$ cat config.mk
export PLATFORM = sky130hd
export DESIGN_NAME = i2c_slave_regfile
export DESIGN_NICKNAME = d
export VERILOG_FILES = /design/src/rtl/i2c_slave_regfile.sv
export SDC_FILE = /design/constraint.sdc
export NUM_CORES = 1
export LEC_CHECK = 0
export ABC_AREA = 1
export CAP_MARGIN = 10
export CORE_ASPECT_RATIO = 1.25
export CORE_UTILIZATION = 48
export CTS_CLUSTER_DIAMETER = 40
export DETAILED_ROUTE_END_ITERATION = 16
export GPL_TIMING_DRIVEN = 0
export PLACE_DENSITY = 0.73
export SLEW_MARGIN = 20
export SYNTH_ARGS = -nofsm -noshare
export SYNTH_HDL_FRONTEND = slang
export SYNTH_SLANG_ARGS = --single-unit
$ cat constraint.sdc
create_clock -name sys_clk -period 1.9 [get_ports sys_clk]
set_input_delay 0.475 -clock sys_clk [delete_from_list [all_inputs] [get_ports sys_clk]]
set_output_delay 0.475 -clock sys_clk [all_outputs]
set_load 0.01 [all_outputs]
$ cat src/rtl/i2c_slave_regfile.sv
// rtl/i2c_slave_regfile.sv - I2C slave with pointer-addressed register bank, sys_clk oversampled
module i2c_slave_regfile #(
    parameter logic [6:0] I2C_ADR     = 7'h27,
    parameter int         REG_NUM     = 16,
    parameter int         PTR_W       = 4,
    parameter int         FILT_CYCLES = 3,
    parameter logic [7:0] RESET_VAL   = 8'h00
) (
    input  logic                   sys_clk,
    input  logic                   rst_n,
    input  logic                   scl_i,
    input  logic                   sda_i,
    output logic                   sda_oe,
    output logic [REG_NUM*8-1:0]   reg_flat,
    output logic                   wr_pulse,
    output logic [PTR_W-1:0]       wr_addr,
    output logic [7:0]             wr_data,
    output logic                   busy
);

    localparam int FC_W = $clog2(FILT_CYCLES + 1);

    typedef enum logic [3:0] {
        S_IDLE, S_ADDR, S_ADDR_ACK, S_PTR, S_PTR_ACK,
        S_WR, S_WR_ACK, S_RD, S_RD_ACK, S_SKIP
    } state_t;

    // Index 0 carries SCL, index 1 carries SDA; idle bus level is high.
    logic [1:0]      sync1, sync2, filt, filt_d;
    logic [FC_W-1:0] fcnt [2];

    always_ff @(posedge sys_clk or negedge rst_n) begin
        if (!rst_n) begin
            sync1   <= '1;
            sync2   <= '1;
            filt    <= '1;
            filt_d  <= '1;
            fcnt[0] <= '0;
            fcnt[1] <= '0;
        end else begin
            sync1  <= {sda_i, scl_i};
            sync2  <= sync1;
            filt_d <= filt;
            for (int i = 0; i < 2; i++) begin
                if (sync2[i] == filt[i]) begin
                    fcnt[i] <= '0;
                end else if (fcnt[i] == FC_W'(FILT_CYCLES - 1)) begin
                    filt[i] <= sync2[i];
                    fcnt[i] <= '0;
                end else begin
                    fcnt[i] <= fcnt[i] + 1'b1;
                end
            end
        end
    end

    logic scl_rise, scl_fall, start_det, stop_det, sda_bit;
    assign scl_rise  = filt[0] & ~filt_d[0];
    assign scl_fall  = ~filt[0] & filt_d[0];
    assign start_det = filt[0] & filt_d[0] & ~filt[1] & filt_d[1];
    assign stop_det  = filt[0] & filt_d[0] & filt[1] & ~filt_d[1];
    assign sda_bit   = filt[1];

    state_t           state;
    logic [3:0]       cnt;
    logic [7:0]       sreg;
    logic [6:0]       tx;
    logic             ack_ok;
    logic [PTR_W-1:0] ptr, ptr_next;
    logic [7:0]       regs [REG_NUM];

    assign ptr_next = (ptr == PTR_W'(REG_NUM - 1)) ? '0 : ptr + 1'b1;

    for (genvar k = 0; k < REG_NUM; k++) begin : g_flat
        assign reg_flat[8*k +: 8] = regs[k];
    end

    always_ff @(posedge sys_clk or negedge rst_n) begin
        if (!rst_n) begin
            state    <= S_IDLE;
            cnt      <= '0;
            sreg     <= '0;
            tx       <= '0;
            ack_ok   <= 1'b0;
            ptr      <= '0;
            sda_oe   <= 1'b0;
            wr_pulse <= 1'b0;
            wr_addr  <= '0;
            wr_data  <= '0;
            busy     <= 1'b0;
            for (int k = 0; k < REG_NUM; k++) regs[k] <= RESET_VAL;
        end else begin
            wr_pulse <= 1'b0;
            if (start_det) begin
                state  <= S_ADDR;
                cnt    <= '0;
                sda_oe <= 1'b0;
                busy   <= 1'b1;
            end else if (stop_det) begin
                state  <= S_IDLE;
                sda_oe <= 1'b0;
                busy   <= 1'b0;
            end else begin
                case (state)
                    S_ADDR, S_PTR, S_WR: begin
                        if (scl_rise) begin
                            sreg <= {sreg[6:0], sda_bit};
                            cnt  <= cnt + 1'b1;
                        end else if (scl_fall && cnt == 4'd8) begin
                            cnt <= '0;
                            case (state)
                                S_ADDR: begin
                                    // General call (address 0) is deliberately left unacknowledged.
                                    if (sreg[7:1] == I2C_ADR && sreg[7:1] != 7'd0) begin
                                        state  <= S_ADDR_ACK;
                                        sda_oe <= 1'b1;
                                    end else begin
                                        state <= S_SKIP;
                                    end
                                end
                                S_PTR: begin
                                    if ({1'b0, sreg} < 9'(REG_NUM)) begin
                                        ptr    <= sreg[PTR_W-1:0];
                                        state  <= S_PTR_ACK;
                                        sda_oe <= 1'b1;
                                    end else begin
                                        state <= S_SKIP;
                                    end
                                end
                                default: begin
                                    regs[ptr] <= sreg;
                                    wr_pulse  <= 1'b1;
                                    wr_addr   <= ptr;
                                    wr_data   <= sreg;
                                    ptr       <= ptr_next;
                                    state     <= S_WR_ACK;
                                    sda_oe    <= 1'b1;
                                end
                            endcase
                        end
                    end
                    S_ADDR_ACK: begin
                        if (scl_fall) begin
                            cnt <= '0;
                            if (sreg[0]) begin
                                state  <= S_RD;
                                tx     <= regs[ptr][6:0];
                                sda_oe <= ~regs[ptr][7];
                            end else begin
                                state  <= S_PTR;
                                sda_oe <= 1'b0;
                            end
                        end
                    end
                    S_PTR_ACK, S_WR_ACK: begin
                        if (scl_fall) begin
                            state  <= S_WR;
                            sda_oe <= 1'b0;
                        end
                    end
                    S_RD: begin
                        if (scl_rise) begin
                            cnt <= cnt + 1'b1;
                        end else if (scl_fall) begin
                            if (cnt == 4'd8) begin
                                sda_oe <= 1'b0;
                                ptr    <= ptr_next;
                                state  <= S_RD_ACK;
                            end else begin
                                sda_oe <= ~tx[6];
                                tx     <= {tx[5:0], 1'b0};
                            end
                        end
                    end
                    S_RD_ACK: begin
                        if (scl_rise) begin
                            ack_ok <= ~sda_bit;
                        end else if (scl_fall) begin
                            cnt <= '0;
                            if (ack_ok) begin
                                state  <= S_RD;
                                tx     <= regs[ptr][6:0];
                                sda_oe <= ~regs[ptr][7];
                            end else begin
                                state  <= S_SKIP;
                                sda_oe <= 1'b0;
                            end
                        end
                    end
                    default: ;
                endcase
            end
        end
    end

endmodule

==> summary.md <==
| Metric | Value |
|---|---|
| Largest net degree at the start of global routing | 96 |
| I/O pins | 147 |
| Sink Count | 183 |
| CTS Buf Count | 17 |
| FF+latch count, synth | 183 |
| Failing checks | setup timing |
| Fin Clk Skew | 0.01256 ns |
| Final setup fails | 68 |
| Power Total | 10310 uW |
| Xor-xnor portion of the synthesized cell area | 0.004984 |
| Req. time, crit path | 2.18 ns |
| GR Overflow Total | 0 |
| Pwr dens | 781.9 nW/um2 |
| Hpwl dp | 20020 um |
| Crit path capture type | flip-flop |
| Top area cells in the synthesized netlist | dfrtp_1, nand2_1, o21ai_0 |
| Psw | 3678 uW |
| Layout cell share with drive strength beyond 1 | 0.3190 |
| Placement Rows | 54 |
| Met2 WL | 15680 um |
| Final #Nets | 1301 |
| Post-synth top cells | nand2_1, dfrtp_1, nor2_1 |
| Cell taking the most area after synthesis | dfrtp_1 |
| Clock root cell | clkbuf_16 |
| Share of the synthesized area in the top cell type | 0.4984 |
| Final period util | 1.040 |
| Largest family of logic cells by synthesized area | simple AND/OR/NAND/NOR gates |
| CP Max Fanout | 5 |
| Routed Antenna Nets | 0 |
| DRC Markers | 0 |
| # H-tree levels | 4 |
| First-pass GRT wire length | 45820 um |
| Hold Fails Final Rpt | 0 |
| Initial antenna violation count | 0 |
| DP Area | 10560 um2 |
| Max Freq | 0.5060 GHz |
| Synth Area in Adders | 0.008545 |
| Peak supply drop | 689.9 uV |
| Avg WL per Cell | 21.11 um |
| Buffers added on ports | 146 |
| Mapped cell area | 8786 um2 |
| EDFF count, synth | 0 |
| Reg-to-reg endpoint | reg_flat[53]$_DFFE_PN0P_ |
| Syn Area/Cell | 8.472 um2 |
| Slowest CP cell | dfrtp_1 |
| Non-filler cells, final | 1528 |
| Starting density of the core | 0.4963 |
| Vias in the first global route | 8154 |
| Max-slew violations | 0 |
| Initial DRC count | 822 |
| Reg2reg path depth | 11 |
| Die X | 123.0 um |
| Layout area overhead | 50.09% |
| Final worst slack | -0.07633 ns |
| Post-Route M1 WL | 11990 um |
| Vias per cell | 5.834 |
| Min-Delay Path Class | in -> async |
| CTS max path bufs | 2 |
| WS Path Type | reg -> reg |
| DP Cell Count | 1408 |
| # fillers | 1201 |
| Crit path time final | 1.976 ns |
| Vias | 8915 |
| Post-synth ARST share | 1.000 |
| R2r startpoint | cnt[0]$_DFFE_PN0P_ |
| Sw Ratio | 0.3567 |
| Total track usage | 0.3263 |
| Maxcap violations | 0 |
| Pint | 6633 uW |
| Most frequent cell after synthesis | nand2_1 |
| Clock Power Share | 0.344 |
| Antenna diodes | 0 |
| Post-Syn Nets | 1047 |
| Area share of and/or/nand/nor cells after synthesis | 0.2264 |
| Ys flop type | dfrtp_1 |
| Sequential Power Share | 0.429 |
| Outcome | finished with violations |
| Cells along the critical path | inv_2, ha_4, nand3b_1, nor2_4, nand2_4, buf_12, nor2_8, nand2_4, buf_12, nand2_2, o21ai_1 |
| Cell variety after synth | 32 |
| Die area | 18850 um2 |
| Final WL | 32260 um |
| Slew HR | 0.2754 |
| Mux cell area share after synthesis | 0 |
| CTS tree | built |
| CP Launch Type | flip-flop |
| Pin slew with the least headroom to its limit | 1.087 ns |
| CP delay by family, top | simple AND/OR/NAND/NOR gates |
| Post-Route Setup TNS | -1.651 ns |
| Yosys warnings | 0 |
| Max Used Layer | met4 |
| Post-route cell area | 13190 um2 |
| Gate power share | 0.228 |
| Worst skew pair latency | 0.44 ns |
| WL met3 | 2682 um |
| Die H | 153.3 um |
| FF-to-FF setup slack | -0.08 ns |
| Core area | 17700 um2 |
| Seq/Total Area, Yosys | 0.5224 |
| GPL Wtd Cong | 0.9426 |
| RSZ-0062 raised after global routing | true |
| Detailed Routing Iterations Pass 1 | 5 |
| Worst-path clk slew | 0.07 ns |
| DP Worst Slack | -0.5085 ns |
| Mapped Cells | 1037 |
| Critical Path AT | 2.26 ns |
| WP buf/inv | 3 |
| LEAKAGE | 0.007409 uW |
| Compound-Gate Fraction of Synth Area | 0.1759 |
| Crit path largest cell delay | 0.40 ns |
power by group through the flow:
stage | sequential, uW | combinational [uW] | clock [uW]
finish | 4420 | 2350 | 3540
global route | 4460 | 2620 | 3720
global placement | 4480 | 2070 | 0
floorplan | 4450 | 1420 | 0
detailed placement | 4490 | 2100 | 0
CTS | 4420 | 2180 | 3540
area by class of cell:
cell class	instances	area, um2	share of cell area
Tap cell	224	280.3	0.02125
Multi-Input combinational cell	743	4318	0.3275
Clock inverter	15	158.9	0.01205
Sequential cell	183	4611	0.3497
Inverter	55	212.7	0.01613
Buffer	56	491.7	0.03729
Clock buffer	17	425.4	0.03226
Timing Repair Buffer	235	2689	0.2039
flip-flops by register name (all words and copies together), names as in the netlist:
register,count
state,4
filt_d,2
fcnt,4
sreg,8
sda_oe,1
wr_data,8
filt,2
wr_pulse,1
sync2,2
tx,7
reg_flat,128
wr_addr,4
sync1,2
busy,1
ptr,4
ack_ok,1
cnt,4
cell families after synthesis:
kind of cell | Yosys count
AND/OR/NAND/NOR | 464
AO/OA/AOI/OAI | 268
flip-flops | 183
buffers and inverters | 111
adder cells (fa/ha/maj) | 6
XOR/XNOR | 5
per-stage QoR:
| step | utilization | hold WS (ns) |
|---|---|---|
| floorplan | - | 0.1794 |
| detailed placement | 0.5966 | 0.3482 |
| global route | 0.7449 | 0.09957 |
| global placement | 0.5948 | 0.3473 |
| CTS | 0.6584 | 0.07675 |
| finish | 0.7449 | 0.02033 |
repair_timing:
action | 4_1_cts | 5_1_grt
buffers inserted | 28 | 48
hold buffers | 0 | 0
gates resized for setup | 70 | 337
endpoints found under the setup margin | 148 | 221
gates cloned | 4 | 8
pin swaps | 11 | 24
endpoints found under the hold margin | 0 | 0
cells in the final DEF (no fill, tap or decap), drive strengths merged:
cell type and n:
a21boi 1, a21oi 18, buf 112, clkbuf 51, clkdlybuf4s50 67, clkinv 5, clkinvlp 2, dfrtp 175
dfstp 8, dlygate4sd2 1, dlymetal6s2s 77, ha 6, inv 63, nand2 287, nand3 19, nand3b 1
nand4 13, nor2 139, nor3 5, o211ai 1, o21a 1, o21ai 231, o22ai 16, xnor2 4
xor2 1
layer usage:
layer,track usage,vias up
met3,0.06642,127
met4,0.1698,0
li1,-,3920
met1,0.4200,4324
met2,0.5161,544
met5,0,-
worst max path at each step:
stage,start,to,cells after the start,slack (ns)
finish,cnt[0]$_DFFE_PN0P_,reg_flat[53]$_DFFE_PN0P_,11,-0.08
detailed placement,ptr[1]$_DFFE_PN0P_,reg_flat[6]$_DFFE_PN0P_,10,-0.51
CTS,cnt[0]$_DFFE_PN0P_,reg_flat[71]$_DFFE_PN0P_,11,-0.05
global placement,rst_n,reg_flat[3]$_DFFE_PN0P_,1,-7.22
global route,cnt[0]$_DFFE_PN0P_,reg_flat[53]$_DFFE_PN0P_,11,-0.16
floorplan,ptr[1]$_DFFE_PN0P_,reg_flat[5]$_DFFE_PN0P_,10,0.08
worst reg2reg max path: stages, from the launching register on:
cell and delay, ns:
dfrtp_1 0.40, inv_2 0.09, ha_4 0.12, nand3b_1 0.14, nor2_4 0.17, nand2_4 0.10, buf_12 0.16, nor2_8 0.23
nand2_4 0.13, buf_12 0.16, nand2_2 0.05, o21ai_1 0.07
(Power assumes the default switching activity.)
